<file path="config.mk">
export PLATFORM = sky130hd
export DESIGN_NAME = pe_conv_sequencer
export DESIGN_NICKNAME = d
export VERILOG_FILES = /design/src/rtl/pe_ctrl_pkg.sv /design/src/rtl/pe_tap_addr_gen.sv /design/src/rtl/pe_conv_sequencer.sv
export SDC_FILE = /design/constraint.sdc
export NUM_CORES = 1
export LEC_CHECK = 0
export CAP_MARGIN = 20
export CORE_UTILIZATION = 51
export CTS_CLUSTER_DIAMETER = 200
export CTS_CLUSTER_SIZE = 14
export DETAILED_ROUTE_END_ITERATION = 10
export MAX_ROUTING_LAYER = met4
export PLACE_DENSITY_LB_ADDON = 0.15
export SLEW_MARGIN = 10
export SYNTH_ARGS = -nofsm -noshare
export SYNTH_HDL_FRONTEND = slang
export SYNTH_SLANG_ARGS = --single-unit
</file>
<file path="constraint.sdc">
create_clock -name clk -period 21.4 [get_ports clk]
set_input_delay 4.28 -clock clk [delete_from_list [all_inputs] [get_ports clk]]
set_output_delay 4.28 -clock clk [all_outputs]
set_load 0.05 [all_outputs]
</file>
<file path="src/rtl/pe_ctrl_pkg.sv">
// pe_ctrl_pkg
// Shared definitions for the PE convolution sequencer: FSM state encoding,
// Avalon-MM register indices and the bit positions inside CTRL, STATUS and MODE.
package pe_ctrl_pkg;

    typedef enum logic [2:0] {
        ST_IDLE  = 3'd0,
        ST_INIT  = 3'd1,
        ST_ISSUE = 3'd2,
        ST_HOLD  = 3'd3,
        ST_FLUSH = 3'd4,
        ST_WRITE = 3'd5,
        ST_DRAIN = 3'd6
    } state_t;

    localparam logic [3:0] REG_CTRL     = 4'd0;
    localparam logic [3:0] REG_STATUS   = 4'd1;
    localparam logic [3:0] REG_CHANNELS = 4'd2;
    localparam logic [3:0] REG_OUT_ADDR = 4'd3;
    localparam logic [3:0] REG_IN_BASE  = 4'd4;
    localparam logic [3:0] REG_W_BASE   = 4'd5;
    localparam logic [3:0] REG_ROW_LEN  = 4'd6;
    localparam logic [3:0] REG_FILTER   = 4'd7;
    localparam logic [3:0] REG_MODE     = 4'd8;
    localparam logic [3:0] REG_CYCLES   = 4'd9;
    localparam logic [3:0] REG_STATE    = 4'd10;

    localparam int CTRL_START_BIT = 0;
    localparam int CTRL_ABORT_BIT = 1;

    localparam int STATUS_BUSY_BIT  = 0;
    localparam int STATUS_DONE_BIT  = 1;
    localparam int STATUS_ERROR_BIT = 2;

    localparam int MODE_RELU_BIT    = 0;
    localparam int MODE_POOL_BIT    = 1;
    localparam int MODE_OUTPUT_BIT  = 2;
    localparam int MODE_PARTIAL_BIT = 3;

endpackage

</file>
<file path="src/rtl/pe_tap_addr_gen.sv">
// pe_tap_addr_gen
// Tap counter and input/weight read pointers for one K x K x C filter window.
// Ports:
//   clk, rst          clock, asynchronous active-high reset
//   load              restart at tap 0 with pointers at the base addresses
//   step              advance to the next tap
//   k, c, l           filter size, channel count, row length
//   in_base, w_base   base addresses latched on load
//   in_ptr, w_ptr     current tap's read addresses
//   tap               current tap index
//   last_tap          current tap is K*K*C-1
module pe_tap_addr_gen #(
    parameter int ADDR_W    = 17,
    parameter int CNT_W     = 16,
    parameter int IN_STRIDE = 2,
    parameter int W_STRIDE  = 128
) (
    input  logic              clk,
    input  logic              rst,
    input  logic              load,
    input  logic              step,
    input  logic [3:0]        k,
    input  logic [10:0]       c,
    input  logic [10:0]       l,
    input  logic [ADDR_W-1:0] in_base,
    input  logic [ADDR_W-1:0] w_base,
    output logic [ADDR_W-1:0] in_ptr,
    output logic [ADDR_W-1:0] w_ptr,
    output logic [CNT_W-1:0]  tap,
    output logic              last_tap
);

    // Products are formed at full width and only the address result truncated.
    localparam int PW = ADDR_W + CNT_W;

    logic [PW-1:0]     kc;
    logic [PW-1:0]     total;
    logic [ADDR_W-1:0] row_skip;
    logic [CNT_W-1:0]  col_reg;   // tap mod K*C, kept as a counter instead of a divider
    logic              row_end;

    assign kc       = PW'(k) * PW'(c);
    assign total    = kc * PW'(k);
    // Jump over the part of the input row the window does not cover.
    assign row_skip = ADDR_W'(PW'(IN_STRIDE) * (PW'(l) - PW'(k)) * PW'(c));
    assign row_end  = (PW'(col_reg) == kc - PW'(1));
    assign last_tap = (PW'(tap) == total - PW'(1));

    always_ff @(posedge clk or posedge rst) begin
        if (rst) begin
            tap     <= '0;
            col_reg <= '0;
            in_ptr  <= '0;
            w_ptr   <= '0;
        end else if (load) begin
            tap     <= '0;
            col_reg <= '0;
            in_ptr  <= in_base;
            w_ptr   <= w_base;
        end else if (step && !last_tap) begin
            tap   <= tap + CNT_W'(1);
            w_ptr <= w_ptr + ADDR_W'(W_STRIDE);
            if (row_end) begin
                col_reg <= '0;
                in_ptr  <= in_ptr + ADDR_W'(IN_STRIDE) + row_skip;
            end else begin
                col_reg <= col_reg + CNT_W'(1);
                in_ptr  <= in_ptr + ADDR_W'(IN_STRIDE);
            end
        end
    end

endmodule

</file>
<file path="src/rtl/pe_conv_sequencer.sv">
// pe_conv_sequencer
// Run-time configurable convolution sequencer: Avalon-MM register file plus
// the FSM that walks the filter window, flushes, writes one output and drains.
// Ports:
//   clk, rst                     clock, asynchronous active-high reset
//   chipselect, write, address,
//   writedata, readdata          Avalon-MM slave (readdata registered, 1 cycle)
//   addr_input_pe/addr_weight_pe read addresses for the PE read masters
//   addr_write_pe                output write address (valid during WRITE)
//   *_master_en, pe_acc_clr      master enables and accumulator clear
//   relu_en..partial_en          MODE register bits
//   readdatavalid_input/_weight  read-master valids, only observed in INIT
module pe_conv_sequencer
    import pe_ctrl_pkg::*;
#(
    parameter int ADDR_W       = 17,
    parameter int OUT_ADDR_W   = 15,
    parameter int CNT_W        = 16,
    parameter int IN_STRIDE    = 2,
    parameter int W_STRIDE     = 128,
    parameter int DRAIN_CYCLES = 64,
    parameter int MAX_K        = 7
) (
    input  logic                  clk,
    input  logic                  rst,
    input  logic                  chipselect,
    input  logic                  write,
    input  logic [3:0]            address,
    input  logic [31:0]           writedata,
    output logic [31:0]           readdata,
    output logic [ADDR_W-1:0]     addr_input_pe,
    output logic [ADDR_W-1:0]     addr_weight_pe,
    output logic [OUT_ADDR_W-1:0] addr_write_pe,
    output logic                  input_master_en,
    output logic                  weight_master_en,
    output logic                  output_master_en,
    output logic                  pe_acc_clr,
    output logic                  relu_en,
    output logic                  pool_en,
    output logic                  output_en,
    output logic                  partial_en,
    input  logic                  readdatavalid_input,
    input  logic                  readdatavalid_weight
);

    localparam int DW = $clog2(DRAIN_CYCLES + 1);

    state_t                state_reg;
    logic                  flush_reg;        // 0: first FLUSH cycle, 1: second
    logic [DW-1:0]         drain_cnt_reg;
    logic [CNT_W-1:0]      cycles_reg;
    logic                  done_reg;
    logic                  error_reg;
    logic [10:0]           channels_reg;
    logic [OUT_ADDR_W-1:0] out_addr_reg;
    logic [ADDR_W-1:0]     in_base_reg;
    logic [ADDR_W-1:0]     w_base_reg;
    logic [10:0]           row_len_reg;
    logic [3:0]            filter_reg;
    logic [3:0]            mode_reg;

    logic              wr, rd, busy, ctrl_wr, start_req, abort_req, cfg_ok, load, last_tap;
    logic [CNT_W-1:0]  tap;
    logic [ADDR_W-1:0] in_ptr, w_ptr;
    logic [31:0]       rd_mux;
    logic              unused_bits;

    assign unused_bits = ^writedata[31:ADDR_W];

    assign wr        = chipselect & write;
    assign rd        = chipselect & ~write;
    assign busy      = (state_reg != ST_IDLE);
    assign ctrl_wr   = wr && (address == REG_CTRL);
    // Abort takes priority over a start carried in the same write.
    assign abort_req = ctrl_wr && writedata[CTRL_ABORT_BIT];
    assign start_req = ctrl_wr && writedata[CTRL_START_BIT] && !writedata[CTRL_ABORT_BIT];
    assign cfg_ok    = (filter_reg != 4'd0) && (filter_reg <= 4'(MAX_K)) &&
                       (channels_reg != 11'd0) && (row_len_reg >= 11'(filter_reg));
    assign load      = start_req && !busy && cfg_ok;

    pe_tap_addr_gen #(
        .ADDR_W(ADDR_W), .CNT_W(CNT_W), .IN_STRIDE(IN_STRIDE), .W_STRIDE(W_STRIDE)
    ) u_tap_addr_gen (
        .clk(clk), .rst(rst), .load(load),
        .step(state_reg == ST_HOLD),
        .k(filter_reg), .c(channels_reg), .l(row_len_reg),
        .in_base(in_base_reg), .w_base(w_base_reg),
        .in_ptr(in_ptr), .w_ptr(w_ptr), .tap(tap), .last_tap(last_tap)
    );

    always_ff @(posedge clk or posedge rst) begin
        if (rst) begin
            state_reg     <= ST_IDLE;
            flush_reg     <= 1'b0;
            drain_cnt_reg <= '0;
            cycles_reg    <= '0;
            done_reg      <= 1'b0;
            error_reg     <= 1'b0;
        end else begin
            if (busy && cycles_reg != '1)
                cycles_reg <= cycles_reg + CNT_W'(1);
            if (abort_req && busy) begin
                state_reg <= ST_IDLE;
            end else begin
                case (state_reg)
                    ST_IDLE: if (start_req) begin
                        if (cfg_ok) begin
                            done_reg   <= 1'b0;
                            error_reg  <= 1'b0;
                            cycles_reg <= '0;
                            state_reg  <= ST_INIT;
                        end else begin
                            done_reg  <= 1'b1;
                            error_reg <= 1'b1;
                        end
                    end
                    ST_INIT: if (readdatavalid_input && readdatavalid_weight)
                        state_reg <= ST_ISSUE;
                    ST_ISSUE: state_reg <= ST_HOLD;
                    ST_HOLD: begin
                        flush_reg <= 1'b0;
                        state_reg <= last_tap ? ST_FLUSH : ST_ISSUE;
                    end
                    ST_FLUSH: begin
                        flush_reg <= 1'b1;
                        if (flush_reg) state_reg <= ST_WRITE;
                    end
                    ST_WRITE: begin
                        drain_cnt_reg <= '0;
                        state_reg     <= ST_DRAIN;
                    end
                    ST_DRAIN: begin
                        if (drain_cnt_reg == DW'(DRAIN_CYCLES - 1)) begin
                            done_reg  <= 1'b1;
                            state_reg <= ST_IDLE;
                        end else begin
                            drain_cnt_reg <= drain_cnt_reg + DW'(1);
                        end
                    end
                    default: state_reg <= ST_IDLE;
                endcase
            end
        end
    end

    // Configuration registers are frozen while a run is in progress.
    always_ff @(posedge clk or posedge rst) begin
        if (rst) begin
            channels_reg <= '0;
            out_addr_reg <= '0;
            in_base_reg  <= '0;
            w_base_reg   <= '0;
            row_len_reg  <= '0;
            filter_reg   <= '0;
            mode_reg     <= '0;
            readdata     <= '0;
        end else begin
            if (wr && !busy) begin
                case (address)
                    REG_CHANNELS: channels_reg <= writedata[10:0];
                    REG_OUT_ADDR: out_addr_reg <= writedata[OUT_ADDR_W-1:0];
                    REG_IN_BASE:  in_base_reg  <= writedata[ADDR_W-1:0];
                    REG_W_BASE:   w_base_reg   <= writedata[ADDR_W-1:0];
                    REG_ROW_LEN:  row_len_reg  <= writedata[10:0];
                    REG_FILTER:   filter_reg   <= writedata[3:0];
                    REG_MODE:     mode_reg     <= writedata[3:0];
                    default: ;
                endcase
            end
            if (rd) readdata <= rd_mux;
        end
    end

    always_comb begin
        rd_mux = '0;
        case (address)
            REG_STATUS: begin
                rd_mux[STATUS_BUSY_BIT]  = busy;
                rd_mux[STATUS_DONE_BIT]  = done_reg;
                rd_mux[STATUS_ERROR_BIT] = error_reg;
            end
            REG_CHANNELS: rd_mux[10:0]           = channels_reg;
            REG_OUT_ADDR: rd_mux[OUT_ADDR_W-1:0] = out_addr_reg;
            REG_IN_BASE:  rd_mux[ADDR_W-1:0]     = in_base_reg;
            REG_W_BASE:   rd_mux[ADDR_W-1:0]     = w_base_reg;
            REG_ROW_LEN:  rd_mux[10:0]           = row_len_reg;
            REG_FILTER:   rd_mux[3:0]            = filter_reg;
            REG_MODE:     rd_mux[3:0]            = mode_reg;
            REG_CYCLES:   rd_mux[CNT_W-1:0]      = cycles_reg;
            REG_STATE:    rd_mux[2:0]            = state_reg;
            default:      rd_mux                 = '0;
        endcase
    end

    // Outputs decode straight from the state so an asynchronous reset clears them at once.
    always_comb begin
        input_master_en  = 1'b0;
        weight_master_en = 1'b0;
        output_master_en = 1'b0;
        pe_acc_clr       = 1'b0;
        addr_write_pe    = '0;
        case (state_reg)
            ST_INIT, ST_HOLD: begin
                input_master_en  = 1'b1;
                weight_master_en = 1'b1;
            end
            ST_ISSUE: begin
                input_master_en  = 1'b1;
                weight_master_en = 1'b1;
                pe_acc_clr       = (tap == '0);
            end
            ST_FLUSH: weight_master_en = ~flush_reg;
            ST_WRITE: begin
                output_master_en = 1'b1;
                addr_write_pe    = out_addr_reg;
            end
            default: ;
        endcase
    end

    assign addr_input_pe  = in_ptr;
    assign addr_weight_pe = w_ptr;
    assign relu_en        = mode_reg[MODE_RELU_BIT];
    assign pool_en        = mode_reg[MODE_POOL_BIT];
    assign output_en      = mode_reg[MODE_OUTPUT_BIT];
    assign partial_en     = mode_reg[MODE_PARTIAL_BIT];

endmodule

</file>
# == Yosys cells after proc, flatten, opt, wreduce, memory -nomap -nowiden ==
# Cells that the tools add are included.
# totals
wordCells,147
out_inout_bits,89
inputBits,42
register_bits,191
# classes
n_eq_ne,28
reduce_logical,40
n_addsub,10
n_mul,3
order_cmp,2
bitwise,5
mux,41
# ops
op,n
$mux 16,10
$mux 17,5
$eq 16x33->1,2
$add 16x1->16 const B,3
$pmux 7 s6,1
$sub 33x1->33 const B,1
$mul 32x11->16,1
$pmux 3 s10,1
$mux 3,7
$pmux 3 s7,1
$mul 15x4->19,1
$add 17x17->17,1
$add 17x2->17 const B,1
$add 17x8->17 const B,1
$eq 4x3->1 const B,4
$logic_not 16->1,1
$ne 16x16->1 const B,1
$pmux 4 s4,1
$reduce_and 2->1,8
$sub 15x1->16 const B,1
$mul 4x11->15,1
$mux 15,1
$ne 3x3->1 const B,5
$logic_and 1x1->1,14
31 further kinds,56

# == Longest topological paths before layout ==
# Gate-level depths: netlist (run 1).
# depth
ltp_word,8
ltp_mapped,37
depth_no_buf,36

# == Cells and area by module ==
# A second synthesis (run 1) with hierarchy kept.
# unflattened
hier_cells,2146
hier_area_um2,19197.2
# modules_own_cells
mod,n_inst,area_per_inst_um2,seq_area_each_um2,cells_each
pe_tap_addr_gen,1,12723.5,1651.6,1556
pe_conv_sequencer,1,6473.7,3128.0,590

# == Worst setup path before layout (run 1) ==
# Ideal clock, no wire load.
# synth_timing
path_type,register to register
from,register channels_reg[0]
to,register u_tap_addr_gen.tap[15]
synth_period_minus_slack_ps,8232
required_time_ps,21280
t_arrival_ps,8112
setup_ps,120
slack_ps,13168
path_stages_with_launch,31
path_buffers,3
path_cell_list,dfrtp_1 -> clkbuf_1 -> clkbuf_1 -> nand2_1 -> fa_1 -> inv_1 -> fa_1 -> inv_1 -> fa_1 -> nor2b_1 -> o2111ai_1 -> a31oi_1 -> xor2_1 -> nand2_1 -> fa_1 -> fa_1 -> inv_1 -> ha_1 -> a2111o_1 -> o2111ai_1 -> o2111ai_1 -> a211oi_1 -> and2_1 -> nor4bb_1 -> mux2i_1 -> o31ai_1 -> and4bb_4 -> buf_6 -> nor4_4 -> a211oi_1 -> a31o_1
# synth_between
elab_chain_cells,7
elab_cells_between_ends,12
cone_classes,add/sub (1); mul (2); eq/ne (1); mux (1); reduce/logical (7)
# synth_rtl
item,line_no,source
"start, declared",pe_conv_sequencer.sv:54,logic [10:0] channels_reg;
"start signal, assigned",pe_conv_sequencer.sv:160,REG_CHANNELS: channels_reg <= writedata[10:0];
$mul 4x11->15,pe_tap_addr_gen.sv:42,assign kc = PW'(k) * PW'(c);
$mul 15x4->19,pe_tap_addr_gen.sv:43,assign total = kc * PW'(k);
$sub 33x1->33,pe_tap_addr_gen.sv:47,assign last_tap = (PW'(tap) == total - PW'(1));
$eq 16x33->1,pe_tap_addr_gen.sv:47,
$logic_not 1->1,pe_tap_addr_gen.sv:60,end else if (step && !last_tap) begin
$logic_and 1x1->1,pe_tap_addr_gen.sv:60,
$reduce_bool 2->1 (no line),n/a,
"end signal, assigned",pe_tap_addr_gen.sv:61,tap <= tap + CNT_W'(1);
"end, declared",pe_tap_addr_gen.sv:29,"output logic [CNT_W-1:0] tap,"
# Parallel ways exist; a longest one is shown, timed or not.
# A chain may end at the register's enable or synchronous reset.

# == Final worst setup path (run 1) ==
# layout_timing
from,register filter_reg[3]
to,register u_tap_addr_gen.w_ptr[15]
# layout_between
elab_chain_cells,7
elab_cells_between_ends,15
cone_classes,add/sub (1); mul (2); order compare (2); eq/ne (1); mux (1); reduce/logical (8)
# layout_rtl
item,line_no,source
"start, declared",pe_conv_sequencer.sv:59,logic [3:0] filter_reg;
"start signal, assigned",pe_conv_sequencer.sv:165,REG_FILTER: filter_reg <= writedata[3:0];
$mul 4x11->15,pe_tap_addr_gen.sv:42,
$mul 15x4->19,pe_tap_addr_gen.sv:43,
$sub 33x1->33,pe_tap_addr_gen.sv:47,
$eq 16x33->1,pe_tap_addr_gen.sv:47,
$logic_not 1->1,pe_tap_addr_gen.sv:60,
$logic_and 1x1->1,pe_tap_addr_gen.sv:60,
$reduce_bool 2->1 (no line),n/a,
"end signal, assigned",pe_tap_addr_gen.sv:59,w_ptr <= w_base;
"end signal, assigned",pe_tap_addr_gen.sv:62,w_ptr <= w_ptr + ADDR_W'(W_STRIDE);
"end, declared",pe_tap_addr_gen.sv:28,"output logic [ADDR_W-1:0] w_ptr,"
# Parallel ways exist; a longest one is shown, timed or not.

==> results.tsv, run 1 <==
stage	metric	value	unit
die	die_h	194.1	um
critical_path	criticalPathCategory	flop to flop	
cells_and_area	final_nets	2420	
cts	cts_buffers	17	
cts	cts_num_sinks	191	
cts	cts_buffer_depth	2	
cells_and_area	antennaDiodeCount	0	
logic_synthesis	synth_area	18820	um^2
place	numPortBuffers	100	
logic_synthesis	synth.distinct_cells	100	
die	die_area	37670	um^2
place	dp_hpwl	38390	um
routing	vias	15840	
sta	slew_viol_final	0	
sta	relSlewSlack	28.12	%
sta	tightest_slew	1.072	ns
global_route	grt_pass1_wl	84330	um
sta	max_freq	0.09792	GHz
critical_path	crit_fanout	38	
cts	hold_buffers	0	
place	gp_congestion	0.8887	
sta	layout_min_cycle_time	10.21	ns
logic_synthesis	synth_edf_count	0	
worst_hold_path	whs_path_depth	2	
routing	first_pass_iters	7	
logic_synthesis	synth_simple_gate_area_share	21.50	%
sta	finalSetupViolCount	0	
die	design.core.area	35910	um^2
cells_and_area	multi_input_area	12940	um^2
routing	wl_per_cell	19.58	um
cts	post_cts_resized	0	
cells_and_area	layout-area-overhead-vs-synth	10.35	%
critical_path	cp_data_required_time	21.76	ns
global_route	grt_antenna_before_repair	1	
global_route	grt.total_usage	28.79	%
global_route	grt_pass1_vias	15830	
logic_synthesis	ys_warn_count	0	
die	initial_core_util	52.40	%
routing	viasPerCell	6.028	
flow_run	maxCapViolCount	0	
logic_synthesis	synthAdderAreaFrac	19.72	%
routing	drt_iter0_markers	1152	
logic_synthesis	synth_ff_type	dfrtp_1	
worst_hold_path	holdCritPathClass	flop to flop	
routing	drtAntennaViolNets	0	
critical_path	arrival	10.57	ns
global_route	overflow	0	
critical_path	worst_r2r_path_depth	27	
logic_synthesis	seq_area_frac_synth	25.40	%
cells_and_area	fillCellCount	3181	
cts	post-cts-setup-buffers	0	
logic_synthesis	synth_xor_area_share	6.908	%
sta	fin_tns_setup	0	ns
logic_synthesis	synth_compound_area_share	13.49	%
routing	drt_wl_total	51470	um
global_route	grt_max_degree	120	
logic_synthesis	postSynthAreaPerCell	8.948	um^2
sta	rsz0062_at_grt	no	
run_status	outcome	finished, final reports clean	
routing	drc_errors	0	
logic_synthesis	ys_seq_elements	191	
cts	cts_tree	done	
die	rows	69	
cts	root_buffer	clkbuf_16	
cells_and_area	final-seq-area	4780	um^2
logic_synthesis	synth_top_family_by_area	simple AND/OR/NAND/NOR gates	
die	ios	131	
critical_path	cp-start-kind	flop	
cells_and_area	drive_gt1_share	8.537	%
logic_synthesis	synthMuxAreaShare	6.629	%
cts	clock_latency	0.44	ns
die	die_w	194.1	um
sta	finalClockSkew	0.01202	ns
critical_path	endpoint_kind	flop	
sta	final_hold_viol_count	0	
cts	h-tree-depth	4	
logic_synthesis	syn-instance-count	2103	
logic_synthesis	async_reset_ff_share	100.0	%
sta	final.period_utilization	47.72	%
cts	path_clk_slew	0.07	ns
per-stage QoR:
step | setup slack (ns) | area, um^2 | util [%] | cells | hold WS, ns
2_1_floorplan | 11.92 | 18870 | - | 2117 | 0.4496
3_3_place_gp | 11.45 | 20170 | 56.16 | 2595 | 0.4657
3_5_place_dp | 11.36 | 20170 | 56.16 | 2595 | 0.4645
4_1_cts | 11.33 | 20750 | 57.79 | 2627 | 0.4867
5_1_grt | 10.47 | 20770 | 57.82 | 2628 | 0.5046
6_report | 11.19 | 20770 | 57.82 | 2628 | 0.4840
cell usage after synthesis (10+ instances only):
library cell | count | share of area [%]
nand2b_1 | 23 | 0.76
xor2_1 | 43 | 2.0
a211oi_1 | 12 | 0.48
o21a_1 | 13 | 0.52
a21o_1 | 17 | 0.68
mux2i_1 | 38 | 2.0
xnor2_1 | 87 | 4.0
a31oi_1 | 23 | 0.76
ha_1 | 103 | 6.8
clkbuf_1 | 71 | 1.4
nor4_1 | 18 | 0.60
a21oi_1 | 69 | 1.8
buf_4 | 16 | 0.64
or3_1 | 17 | 0.57
nor2_1 | 147 | 2.9
nand2_1 | 241 | 4.8
nand3_1 | 50 | 1.3
and2_1 | 110 | 3.7
o21ai_0 | 71 | 1.9
nor2b_1 | 25 | 0.83
inv_1 | 172 | 3.4
mux2_2 | 77 | 4.6
dfrtp_1 | 191 | 25
a221o_1 | 19 | 1.0
a22o_1 | 10 | 0.47
fa_1 | 121 | 13
and3_1 | 29 | 0.96
nor3_1 | 41 | 1.1
nand4_1 | 18 | 0.60
o211ai_1 | 20 | 0.80
critical path: stages (launching register included):
cell and delay, ns:
dfrtp_1 0.98, nand2_1 0.18, fa_1 0.57, inv_1 0.05
fa_1 0.56, inv_1 0.07, fa_1 0.49, nor2b_1 0.27
o2111ai_1 0.17, a31oi_1 0.30, xor2_1 0.79, nand2_1 0.17
fa_1 0.54, fa_1 0.56, inv_1 0.05, ha_1 0.24
a2111o_1 0.49, o2111ai_1 0.14, o2111ai_1 0.13, a211oi_1 0.72
and2_1 0.25, nor4bb_1 0.35, mux2i_1 0.22, o31ai_1 0.16
nand4bb_2 0.30, nand2_2 0.51, or4_1 0.67, a31oi_1 0.19
routing by layer:
layer	track usage (%)	wire length, um
met3	3.340	2994
met4	8.936	1199
met5	-	0
met2	45.00	24080
met1	39.17	23190
area by class of cell:
cell class	count	share of cell area [%]
Clock buffer	18	2.115
Clock inverter	14	0.7110
Inverter	172	3.145
Multi-Input combinational cell	1642	62.31
Sequential cell	191	23.02
Tap cell	461	2.778
Timing Repair Buffer	130	5.923
final timing paths:
| path | endpoint | start | slack (ns) |
|---|---|---|---|
| min | readdata[8] | readdata[8] | 0.48 |
| min in group asynchronous | drain_cnt_reg[0] | rst | 4.34 |
| max reg2reg | u_tap_addr_gen.w_ptr[15] | filter_reg[3] | 11.19 |
| max in group asynchronous | in_base_reg[16] | rst | 15.44 |
| max | u_tap_addr_gen.w_ptr[15] | filter_reg[3] | 11.19 |
| min reg2reg | readdata[8] | readdata[8] | 0.48 |
cells by family after synthesis:
kind of cell	Yosys count
compound gates	364
xor+xnor	137
fa+ha+maj	224
buf+inv	284
flops	191
mux	115
other cells	1
simple gates	787
placed cells by master (no fill, tap or decap), types with 9 or more instances in the layout:
| master | count |
|---|---|
| dfrtp_1 | 191 |
| clkbuf_16 | 17 |
| a211oi_1 | 12 |
| nor2b_1 | 25 |
| a31oi_1 | 23 |
| o21ai_0 | 71 |
| and3_1 | 29 |
| nor3_1 | 39 |
| buf_4 | 29 |
| conb_1 | 15 |
| fa_1 | 121 |
| nand2b_1 | 23 |
| ha_1 | 103 |
| xor2_1 | 43 |
| o21a_1 | 13 |
| nor4_1 | 16 |
| nand3_1 | 50 |
| clkdlybuf4s50_1 | 100 |
| and2_1 | 110 |
| xnor2_1 | 87 |
| mux2_2 | 77 |
| nand2_1 | 241 |
| mux2i_1 | 38 |
| or4_1 | 9 |
| nand4_1 | 18 |
| o211ai_1 | 20 |
| inv_1 | 171 |
| a22o_1 | 10 |
| nor2_1 | 147 |
| o2111ai_1 | 9 |
| or3_1 | 17 |
| a21oi_1 | 68 |
| a221o_1 | 19 |
| a21o_1 | 17 |
Power of run 1 is left out: the tool's default activity adds up to more than one toggle a clock period on the data nets, which glitch-free logic cannot reach.
==> inputs of run 2 (changes only) <==
clock period = 9.5 ns   (was 21.4 ns; I/O delays follow)
==> results.tsv, run 2 (synthesis results as in run 1) <==
stage	metric	value	unit	change
sta	finalSetupViolCount	0		unchanged
critical_path	ff2ff_setup_slack	0.63	ns	was 11.19 ns
global_route	grt_max_degree	130		was 120
cells_and_area	final_nets	2441		was 2420
sta	finalClockSkew	0.01108	ns	was 0.01202 ns
cells_and_area	drive_gt1_share	9.598	%	was 8.537%
run_status	outcome	finished, final reports clean		unchanged
critical_path	critPathMostFrequentCell	fa_1		unchanged
place	place_inst	2614		was 2595
place	numPortBuffers	100		unchanged
cts	cts_buffer_depth	2		unchanged
flow_run	maxCapViolCount	0		unchanged
sta	fin_tns_setup	0	ns	unchanged
cts	cts_num_sinks	191		unchanged
critical_path	startpoint	filter_reg[3]		unchanged
sta	layout_min_cycle_time	8.868	ns	was 10.21 ns
cells_and_area	fin_util	58.49	%	was 57.82%
routing	drt_wl_total	51970	um	was 51470 um
critical_path	max_stage_delay	0.62	ns	was 0.98 ns
cts	cts_tree	done		unchanged
critical_path	arrival	9.22	ns	was 10.57 ns
routing	drtAntennaViolNets	0		unchanged
place	gp_congestion	0.8969		was 0.8887
routing	drc_errors	0		unchanged
global_route	grt_pass1_vias	15680		was 15830
routing	routed.top_layer	met4		unchanged
routing	first_pass_iters	5		was 7
cells_and_area	layout-area-overhead-vs-synth	11.62	%	was 10.35%
cells_and_area	multi_input_area	12960	um^2	was 12940 um^2
sta	slew_viol_final	0		unchanged
cts	clock_latency	0.44	ns	about the same
global_route	overflow	0		unchanged
die	ios	131		unchanged
routing	wl_per_cell	19.61	um	was 19.58 um
sta	rsz0062_at_grt	no		unchanged
critical_path	critical_path_depth	29		was 27
critical_path	cp-start-kind	flop		unchanged
critical_path	criticalPathCategory	flop to flop		unchanged
critical_path	cp-endpoint	u_tap_addr_gen.col_reg[10]		was u_tap_addr_gen.w_ptr[15]
critical_path	cp_top_family	adder cells		unchanged
critical_path	reg2reg_to	u_tap_addr_gen.col_reg[10]		was u_tap_addr_gen.w_ptr[15]
global_route	grt_antenna_before_repair	1		unchanged
sta	relSlewSlack	31.60	%	was 28.12%
cts	cts_buffers	17		unchanged
place	placement.setup.worst_slack	0.4415	ns	was 11.36 ns
critical_path	endpoint_kind	flop		unchanged
routing	viasPerCell	5.941		was 6.028
cts	h-tree-depth	4		unchanged
routing	met1_length	24310	um	was 23190 um
cells_and_area	final_common_cell	nand2_1		unchanged
sta	tightest_slew	1.012	ns	was 1.072 ns
cts	path_clk_slew	0.07	ns	about the same
critical_path	slowest_stage	dfrtp_1		unchanged
worst_hold_path	holdCritPathClass	flop to flop		unchanged
routing	wl_met2	23760	um	was 24080 um
critical_path	worst_r2r_path_depth	29		was 27
cells_and_area	most-common-layout-cells	241 x nand2_1, 191 x dfrtp_1, 171 x inv_1, 146 x nor2_1, 121 x fa_1		was 241 x nand2_1, 191 x dfrtp_1, 171 x inv_1, 147 x nor2_1, 121 x fa_1
global_route	grt.total_usage	29.15	%	was 28.79%
routing	vias	15740		was 15840
sta	final.period_utilization	93.35	%	was 47.72%
place	dp_hpwl	39300	um	was 38390 um
die	initial_core_util	52.40	%	unchanged
die	rows	69		unchanged
cts	root_buffer	clkbuf_16		unchanged
sta	final_hold_viol_count	0		unchanged
die	die_area	37670	um^2	unchanged
die	die_w	194.1	um	unchanged
critical_path	r2r-start	filter_reg[3]		unchanged
die	design.core.area	35910	um^2	unchanged
sta	max_freq	0.1128	GHz	was 0.09792 GHz
cells_and_area	fillCellCount	3151		was 3181
global_route	grt_pass1_wl	85170	um	was 84330 um
critical_path	crit_fanout	13		was 38
sta	setup_ws	0.6321	ns	was 11.19 ns
critical_path	path_buf_inv	5		was 3
critical_path	cp_data_required_time	9.85	ns	was 21.76 ns
routing	wl_met3	2891	um	was 2994 um
cells_and_area	fin_cells	2650		was 2628
routing	drt_iter0_markers	1186		was 1152
cells_and_area	final-seq-area	4780	um^2	unchanged
die	die_h	194.1	um	unchanged
==> run 2: worst min path at each step <==
stage / start / depth (start not counted) / to / slack [ns]
2_1_floorplan: w_base_reg[2] / 2 / u_tap_addr_gen.w_ptr[2] / 0.45
3_3_place_gp: u_tap_addr_gen.w_ptr[0] / 2 / u_tap_addr_gen.w_ptr[0] / 0.46
3_5_place_dp: u_tap_addr_gen.w_ptr[1] / 2 / u_tap_addr_gen.w_ptr[1] / 0.46
4_1_cts: u_tap_addr_gen.w_ptr[6] / 2 / u_tap_addr_gen.w_ptr[6] / 0.49
5_1_grt: u_tap_addr_gen.w_ptr[1] / 2 / u_tap_addr_gen.w_ptr[1] / 0.50
6_report: u_tap_addr_gen.w_ptr[1] / 2 / u_tap_addr_gen.w_ptr[1] / 0.49
==> run 2: worst register-to-register path: cells and delay by family (launching register included) <==
family,cells,cell delay (ns)
adders and majority gates,6,3.01
and+or+nand+nor,10,2.50
AOI/OAI and AO/OA,7,1.94
DFF,1,0.62
buffers and inverters,5,0.51
muxes,1,0.22
==> run 2: metal layers <==
| layer | vias to the layer above | global-route usage, % |
|---|---|---|
| li1 | 7382 | - |
| met2 | 457 | 45.19 |
| met5 | - | - |
| met4 | 0 | 7.260 |
| met3 | 59 | 4.453 |
| met1 | 7845 | 39.96 |
==> run 2: layout make-up <==
type	instances	share of cell area (%)
Clock inverter	10	0.7148
Timing Repair Buffer	151	6.588
Sequential cell	191	22.75
Antenna cell	1	0.01191
Multi-Input combinational cell	1642	61.72
Inverter	172	3.109
Tap cell	461	2.746
Clock buffer	22	2.353
==> run 2: metrics by stage <==
stage                     instance area [um^2]  hold slack, ns
after floorplan                          18870          0.4496
final                                    21010          0.4868
after CTS                                20960          0.4929
after global placement                   20310          0.4637
after detailed placement                 20310          0.4645
after global routing                     21010          0.5048
==> run 2: repair_timing <==
| item | in CTS | in global routing |
|---|---|---|
| buffers inserted | 0 | 3 |
| hold buffers | 0 | 0 |
| resized for setup | 0 | 4 |
| setup endpoints to repair | 0 | 45 |
Power of run 2 is left out for the same reason.
